### src/rtl/dma_batch_ctrl.sv
// Batch sequencer over the rdma/wdma pair: one ap_start runs num_tiles tiles back-to-back,
// stepping both addresses by their strides per tile.
//   state  | meaning
//   IDLE   | waiting for a start edge
//   LAUNCH | issuing starts to both engines, collecting readys
//   WAIT   | collecting dones, then advance or finish
//   DONE   | one-cycle end-of-batch state
module dma_batch_ctrl #(
    parameter int ADDR_WIDTH = 32,
    parameter int CNT_WIDTH  = 16
) (
    input  logic                  ap_clk,
    input  logic                  ap_rst_n,
    input  logic                  ap_start,
    output logic                  ap_idle,
    output logic                  ap_ready,
    output logic                  ap_done,
    input  logic [CNT_WIDTH-1:0]  num_tiles,
    input  logic                  abort,
    input  logic [ADDR_WIDTH-1:0] rdma_base,
    input  logic [ADDR_WIDTH-1:0] rdma_stride,
    input  logic [ADDR_WIDTH-1:0] rdma_bytes,
    input  logic [ADDR_WIDTH-1:0] wdma_base,
    input  logic [ADDR_WIDTH-1:0] wdma_stride,
    input  logic [ADDR_WIDTH-1:0] wdma_bytes,
    output logic                  rdma_ap_start,
    input  logic                  rdma_ap_ready,
    input  logic                  rdma_ap_done,
    output logic [ADDR_WIDTH-1:0] rdma_mem,
    output logic [ADDR_WIDTH-1:0] rdma_transfer_byte,
    output logic                  wdma_ap_start,
    input  logic                  wdma_ap_ready,
    input  logic                  wdma_ap_done,
    output logic [ADDR_WIDTH-1:0] wdma_mem,
    output logic [ADDR_WIDTH-1:0] wdma_transfer_byte,
    output logic [CNT_WIDTH-1:0]  tiles_done,
    output logic                  aborted
);

    typedef enum logic [1:0] {S_IDLE, S_LAUNCH, S_WAIT, S_DONE} state_t;

    state_t state, state_nxt;

    logic                  ap_start_q;
    logic [CNT_WIDTH-1:0]  num_q;
    logic [ADDR_WIDTH-1:0] rdma_stride_q, wdma_stride_q;
    logic                  launched_q, abort_q;
    logic                  rdma_rdy_q, wdma_rdy_q, rdma_done_q, wdma_done_q;

    logic start_edge, accept, issue, tile_fin, last_tile, stop_batch;
    logic rdma_rdy_now, wdma_rdy_now, rdma_fin, wdma_fin;

    always_ff @(posedge ap_clk or negedge ap_rst_n) begin
        if (!ap_rst_n) state <= S_IDLE;
        else           state <= state_nxt;
    end

    always_comb begin
        state_nxt    = state;
        accept       = 1'b0;
        issue        = 1'b0;
        tile_fin     = 1'b0;
        stop_batch   = 1'b0;
        start_edge   = ap_start & ~ap_start_q;
        ap_idle      = (state == S_IDLE);
        rdma_rdy_now = rdma_rdy_q | (rdma_ap_start & rdma_ap_ready);
        wdma_rdy_now = wdma_rdy_q | (wdma_ap_start & wdma_ap_ready);
        // A done pulse in the deciding cycle counts, so the last done pair reaches DONE directly.
        rdma_fin     = rdma_done_q | rdma_ap_done;
        wdma_fin     = wdma_done_q | wdma_ap_done;
        last_tile    = ((tiles_done + CNT_WIDTH'(1)) == num_q);
        case (state)
            S_IDLE: begin
                if (start_edge) begin
                    accept    = 1'b1;
                    state_nxt = (num_tiles != '0) ? S_LAUNCH : S_DONE;
                end
            end
            S_LAUNCH: begin
                if (!launched_q)                       issue     = 1'b1;
                else if (rdma_rdy_now && wdma_rdy_now) state_nxt = S_WAIT;
            end
            S_WAIT: begin
                if (rdma_fin && wdma_fin) begin
                    tile_fin   = 1'b1;
                    stop_batch = last_tile | abort_q | abort;
                    state_nxt  = stop_batch ? S_DONE : S_LAUNCH;
                end
            end
            S_DONE:  state_nxt = S_IDLE;
            default: state_nxt = S_IDLE;
        endcase
    end

    always_ff @(posedge ap_clk or negedge ap_rst_n) begin
        if (!ap_rst_n) begin
            ap_start_q         <= 1'b0;
            ap_done            <= 1'b0;
            ap_ready           <= 1'b0;
            num_q              <= '0;
            rdma_stride_q      <= '0;
            wdma_stride_q      <= '0;
            rdma_mem           <= '0;
            wdma_mem           <= '0;
            rdma_transfer_byte <= '0;
            wdma_transfer_byte <= '0;
            rdma_ap_start      <= 1'b0;
            wdma_ap_start      <= 1'b0;
            launched_q         <= 1'b0;
            rdma_rdy_q         <= 1'b0;
            wdma_rdy_q         <= 1'b0;
            rdma_done_q        <= 1'b0;
            wdma_done_q        <= 1'b0;
            abort_q            <= 1'b0;
            tiles_done         <= '0;
            aborted            <= 1'b0;
        end else begin
            ap_start_q <= ap_start;
            ap_done    <= (state == S_DONE);
            ap_ready   <= (state == S_DONE);
            if (accept) begin
                num_q              <= num_tiles;
                rdma_mem           <= rdma_base;
                wdma_mem           <= wdma_base;
                rdma_stride_q      <= rdma_stride;
                wdma_stride_q      <= wdma_stride;
                rdma_transfer_byte <= rdma_bytes;
                wdma_transfer_byte <= wdma_bytes;
                tiles_done         <= '0;
                aborted            <= 1'b0;
                abort_q            <= 1'b0;
            end
            if (state == S_LAUNCH || state == S_WAIT) abort_q <= abort_q | abort;
            if (issue) begin
                rdma_ap_start <= 1'b1;
                wdma_ap_start <= 1'b1;
                launched_q    <= 1'b1;
            end
            if (rdma_ap_start && rdma_ap_ready) begin
                rdma_ap_start <= 1'b0;
                rdma_rdy_q    <= 1'b1;
            end
            if (wdma_ap_start && wdma_ap_ready) begin
                wdma_ap_start <= 1'b0;
                wdma_rdy_q    <= 1'b1;
            end
            if (launched_q && rdma_ap_done) rdma_done_q <= 1'b1;
            if (launched_q && wdma_ap_done) wdma_done_q <= 1'b1;
            // Tile completion wins over the flag sets above: it consumes this tile's handshakes.
            if (tile_fin) begin
                tiles_done  <= tiles_done + CNT_WIDTH'(1);
                rdma_mem    <= rdma_mem + rdma_stride_q;
                wdma_mem    <= wdma_mem + wdma_stride_q;
                aborted     <= stop_batch & ~last_tile;
                launched_q  <= 1'b0;
                rdma_rdy_q  <= 1'b0;
                wdma_rdy_q  <= 1'b0;
                rdma_done_q <= 1'b0;
                wdma_done_q <= 1'b0;
            end
        end
    end

endmodule

### config.mk
export PLATFORM = sky130hd
export DESIGN_NAME = dma_batch_ctrl
export DESIGN_NICKNAME = d
export VERILOG_FILES = /design/src/rtl/dma_batch_ctrl.sv
export SDC_FILE = /design/constraint.sdc
export NUM_CORES = 1
export LEC_CHECK = 0
export BUFFER_PORTS_ARGS = -buffer_cell sky130_fd_sc_hd__buf_4
export CORE_ASPECT_RATIO = 0.7
export CORE_MARGIN = 2
export CORE_UTILIZATION = 47
export DETAILED_ROUTE_END_ITERATION = 10
export GPL_ROUTABILITY_DRIVEN = 0
export PLACE_DENSITY_LB_ADDON = 0.08
export SYNTH_ARGS = -nofsm -noshare
export SYNTH_HDL_FRONTEND = slang
export SYNTH_SLANG_ARGS = --single-unit
### constraint.sdc
create_clock -name ap_clk -period 4.4 [get_ports ap_clk]
set_input_delay 0.22 -clock ap_clk [delete_from_list [all_inputs] [get_ports ap_clk]]
set_output_delay 0.22 -clock ap_clk [all_outputs]
set_load 0.02 [all_outputs]
Word-level counts from Yosys, hierarchy flattened
Index checks and enable logic that the tools add are counted.

Bits of input ports: 216. Logic and storage cells: 99. Flip-flop bits (word level): 237.

Reduce and logical (&&, ||, !) cells: 19. Multiplexer cells: 36. $add $sub $neg: 3. Bitwise operators: 13. Equal/unequal tests: 8.

Operators by type and width (count): $mux W32 (4); $add A32 B32 Y32 (2); $mux W16 (2); $mux W1 (23); $reduce_bool A2 Y1 (9); $add A16 B1 Y16 const B (1); $eq A16 B16 Y1 (1); $reduce_bool A16 Y1 (1); $mux W2 (6); $pmux W2 S4 (1); $or A1 B1 Y1 (7); $logic_and A1 B1 Y1 (6); $ne A2 B2 Y1 const B (3); $and A1 B1 Y1 (4); $eq A2 B2 Y1 const B (2); $reduce_and A4 Y1 (1); $eq A2 B1 Y1 const B (1); $logic_not A2 Y1 (1); $ne A2 B1 Y1 const B (1); $not A1 Y1 (2); $logic_or A1 B1 Y1 (1).

Depth between registers and ports, before layout
Depth in word-level cells: 8. Depth in mapped cells: 13. Depth with buffers taken out: 13.

Worst setup path after synthesis
Ideal clock, no wire load.

Path kind: reg-to-reg. Start: reg wdma_mem[0]. End: reg wdma_mem[24]. Arrival: 2.709 ns. Path buffers: 0. Cell stages (with the launch flop): 14. Setup slack: 1.561 ns. Clock period less this slack: 2.839 ns. Library setup time: 0.130 ns. Path through: dfrtp_1 -> ha_1 -> inv_1 -> fa_1 -> nor2b_1 -> o21a_1 -> o21ai_1 -> nand2_1 -> a221o_1 -> a41o_1 -> a311oi_1 -> a21oi_1 -> xnor2_1 -> o21ai_1.

Word-level cells in the longest chain between the ends: 2.

RTL lines: from (decl) (line 34) `output logic [ADDR_WIDTH-1:0] wdma_mem,`; from (signal assigned) (line 124) `wdma_mem <= wdma_base;`; from (signal assigned) (line 153) `wdma_mem <= wdma_mem + wdma_stride_q;`; $add A32 B32 Y32 (line 153); $mux W32 (line 150) `if (tile_fin) begin`.

Every way passes these cells. A chain may end at the register's enable or synchronous reset.

Final worst setup path
Start: reg rdma_mem[0]. End: reg rdma_mem[26].

Word-level cells in the longest chain between the ends: 2.

RTL lines: from (decl) (line 29) `output logic [ADDR_WIDTH-1:0] rdma_mem,`; from (signal assigned) (line 123) `rdma_mem <= rdma_base;`; from (signal assigned) (line 152) `rdma_mem <= rdma_mem + rdma_stride_q;`; $add A32 B32 Y32 (line 152); $mux W32 (line 150).

Every way passes these cells.

==> impl_results.md <==
- Yosys warning count: 0
- Commonest register cell after synthesis: sky130_fd_sc_hd__dfrtp_1
- DRT Wirelength: 43.0 mm
- Number of global-route vias before repair: approximately 13k
- Number of enable flip-flop cells after synthesis: 0
- Per-instance average area after synthesis: 8.25 um2
- Outcome: complete, no violations
- Largest net degree at the start of global routing: 137
- Data required, critical path: 4.83 ns
- Share of the clock period used by the worst path: 0.748
- Setup repair after global routing missed its margin: no
- Number of I/O pins: about 370
- Via count: around 13k
- Number of distinct library cells after synthesis: 66
- Worst Setup End Kind: flip-flop
- Number of resized instances in the post-cts repair step: 0
- Final critical delay including setup and external delays: around 3.3 ns
- Fraction of synthesis flops using an asynchronous set or reset pin: 1.00
- Library cell used as clock root buffer: sky130_fd_sc_hd__clkbuf_16
- CTS clock-pin slew for the worst setup and hold paths: 0.06 ns
- Most frequent cell after synthesis: sky130_fd_sc_hd__nand2_1
- Arr. time, crit path: about 3.7 ns
- Element type at the critical path start: flip-flop
- Synthesis-stage register bit count: around 240
- Post-detailed-placement half-perimeter wirelength: roughly 28 mm
- Remaining number of nets flagged by the antenna check after routing: 0
- Number of buffer cells added on primary ports: about 370
- Ratio of cells with drive above 1 in the final layout: 0.204
- Number of violations of the max-capacitance limit: 0
- Sinks on Clock Net: roughly 240
- Initial antenna violation count: 2
- Area leader, netlist: sky130_fd_sc_hd__dfrtp_1
- Floorplan die height: 144 um
- Setup total negative slack: 0 ns
- Vias per cell: between 5 and 6
- Placement Setup Slack: approximately 1.2 ns
- Growth of design area from synthesis to finish: 47.2%
- Number of placement rows: about 50
- Die span in x: between 200 and 250 um
- Netlist area before placement: 13100 um2
- DRC violation count after routing: 0
- Power density over cell area: around 800 nW/um2
- Final hold violation count: 0
- Worst Hold Class: primary input to flip-flop
- Total gr overflow: 0
- Leakage: just under 10 nW
- Iteration-0 DRC count of the detailed router: just over 900
- Count of TritonRoute iterations in the first routing pass: 5
- Die Outline Area: 29200 um2
- Final setup violation count: 0
- CP max stage delay: about 0.56 ns
- Clock latency of the later-clocked register in the worst-skew pair: about 0.55 ns
- Sum of buffers and inverters on the critical path: 1
- CTS tree: yes
- Average routed wire per standard cell: roughly 17 um
- Register area share after synthesis: 0.454
- Initial core utilization: 0.474
- Leading cell types by count after synthesis: sky130_fd_sc_hd__nand2_1, sky130_fd_sc_hd__dfrtp_1, sky130_fd_sc_hd__nor2_1, sky130_fd_sc_hd__a21oi_1, sky130_fd_sc_hd__o21ai_0
- Cell class contributing the biggest share of worst-path delay: compound AO/OA/AOI/OAI gates
- Transition time of the tightest slew-check pin: ~1 ns
- Maximum fanout along the worst path: 4
- Final Net Count: approximately 2.4k
- Placeable Area: around 28000 um2
- Area share of the largest cell type after synthesis: 0.454
- Net count after synthesis: approximately 1.9k
- Synthesized netlist cell count: roughly 1.6k
- Global-route wire length before repair: a little under 70 mm
- Final worst slack: 1.11 ns
- Total routing usage reported by global routing: 0.290
- Tightest slew margin relative to the limit: 0.331
- Buffers from clock root to sink, at most: 3
- Max-slew violation total from the final report: 0
- Number of buffers created by CTS: 26
- Level count of the clock H-tree: 1
- Worst VDD drop: 0.000388 V
- Sequence of cells on the critical path: ha_1 > inv_1 > fa_1 > nand2b_1 > a21oi_1 > o311ai_0 > nand3_1 > nand2_1 > o21ai_1 > a221oi_1 > nor2_1 > or3_1 > a31o_2
- Clock Skews: 0.0136 ns
- Worst-path cell with the longest stage delay: sky130_fd_sc_hd__o311ai_0
- Upper clock frequency limit: around 0.3 GHz
- Category of the most critical setup path: flip-flop to flip-flop
- Largest cells by area after synthesis: sky130_fd_sc_hd__dfrtp_1, sky130_fd_sc_hd__nand2_1, sky130_fd_sc_hd__ha_1, sky130_fd_sc_hd__xnor2_1, sky130_fd_sc_hd__a21oi_1
## layout make-up
cell class                 count  area (um2)
antenna                        3        7.51
fill                        2161        8340
clock buffer                  33         738
clock inverter                15         265
tap                          371         464
timing repair buffer         582        4940
inverter                      25        93.8
multi-input combinational   1249        6790
sequential                   237        5930
## worst register-to-register path, cell delays in order (launching register included)
cell and delay [ns]:
sky130_fd_sc_hd__dfrtp_1 0.40, sky130_fd_sc_hd__ha_1 0.25, sky130_fd_sc_hd__inv_1 0.09, sky130_fd_sc_hd__fa_1 0.18, sky130_fd_sc_hd__nand2b_1 0.16, sky130_fd_sc_hd__a21oi_1 0.12
sky130_fd_sc_hd__o311ai_0 0.57, sky130_fd_sc_hd__nand3_1 0.17, sky130_fd_sc_hd__nand2_1 0.22, sky130_fd_sc_hd__o21ai_1 0.14, sky130_fd_sc_hd__a221oi_1 0.26, sky130_fd_sc_hd__nor2_1 0.08
sky130_fd_sc_hd__or3_1 0.31, sky130_fd_sc_hd__a31o_2 0.23
## timing repair
item                                   4_1_cts  5_1_grt
endpoints found under the hold margin      322        0
buffers inserted                             0        0
hold buffers                               206        0
## sequential cells by signal, summed over array words and instances (netlist names), 2 cells and up
| name | count |
|---|---|
| wdma_stride_q | 32 |
| wdma_transfer_byte | 32 |
| rdma_stride_q | 32 |
| rdma_mem | 32 |
| wdma_mem | 32 |
| rdma_transfer_byte | 32 |
| tiles_done | 16 |
| state | 2 |
| num_q | 16 |
## where the power goes
group / internal (mW) / switching [mW]
combinational: 3.55 / 4.89
sequential: 3.18 / 0.765
clock: 1.60 / 0.955
## per-layer routing
| layer | wire (um) | GRT usage | vias up |
|---|---|---|---|
| met4 | 1370 | 0.0857 | 2 |
| li1 | - | - | 6408 |
| met3 | 3010 | 0.0553 | 94 |
| met5 | 9 | 0 | - |
| met2 | 18700 | 0.437 | 464 |
| met1 | 19900 | 0.423 | 6328 |
## per-stage QoR
stage	hold slack, ns	instances	cell area [um2]	utilization	total power [mW]
floorplan	-0.0756	1583	13100	-	9.45
global placement	0.344	2258	16200	0.586	11.9
detailed placement	0.347	2258	16200	0.586	12.1
CTS	0.00428	2512	19200	0.697	14.8
global route	0.0154	2513	19200	0.697	16.0
finish	0.0160	2515	19200	0.697	14.9
## cells by family after synthesis
kind of cell | synth area share
AND/OR/NAND/NOR | 0.246
AO/OA/AOI/OAI | 0.145
flip-flops | 0.454
buffers and inverters | 0.0282
XOR/XNOR | 0.0476
adder cells (fa/ha/maj) | 0.0672
multiplexers | 0.0115
## worst paths after layout
kind | depth (start not counted) | end | slack, ns | start
worst max-delay path | 13 | rdma_mem[26] | 1.11 | rdma_mem[0]
worst min-delay path | 3 | wdma_mem[26] | 0.02 | wdma_base[26]
worst max register to register | 13 | rdma_mem[26] | 1.11 | rdma_mem[0]
worst min register to register | 2 | wdma_transfer_byte[28] | 0.48 | wdma_transfer_byte[28]
max in group asynchronous | 3 | wdma_transfer_byte[31] | 3.01 | ap_rst_n
min in group asynchronous | 2 | wdma_rdy_q | 0.33 | ap_rst_n
## cells in the final DEF (no fill, tap or decap), types with 27 or more instances in the layout
| master | instances |
|---|---|
| sky130_fd_sc_hd__a21oi_1 | 71 |
| sky130_fd_sc_hd__a31oi_1 | 51 |
| sky130_fd_sc_hd__buf_4 | 371 |
| sky130_fd_sc_hd__clkbuf_16 | 27 |
| sky130_fd_sc_hd__dfrtp_1 | 237 |
| sky130_fd_sc_hd__dlygate4sd3_1 | 206 |
| sky130_fd_sc_hd__ha_1 | 67 |
| sky130_fd_sc_hd__nand2_1 | 608 |
| sky130_fd_sc_hd__nor2_1 | 87 |
| sky130_fd_sc_hd__o21ai_0 | 68 |
| sky130_fd_sc_hd__xnor2_1 | 52 |
No activity file was read; power rests on OpenSTA's default activity.
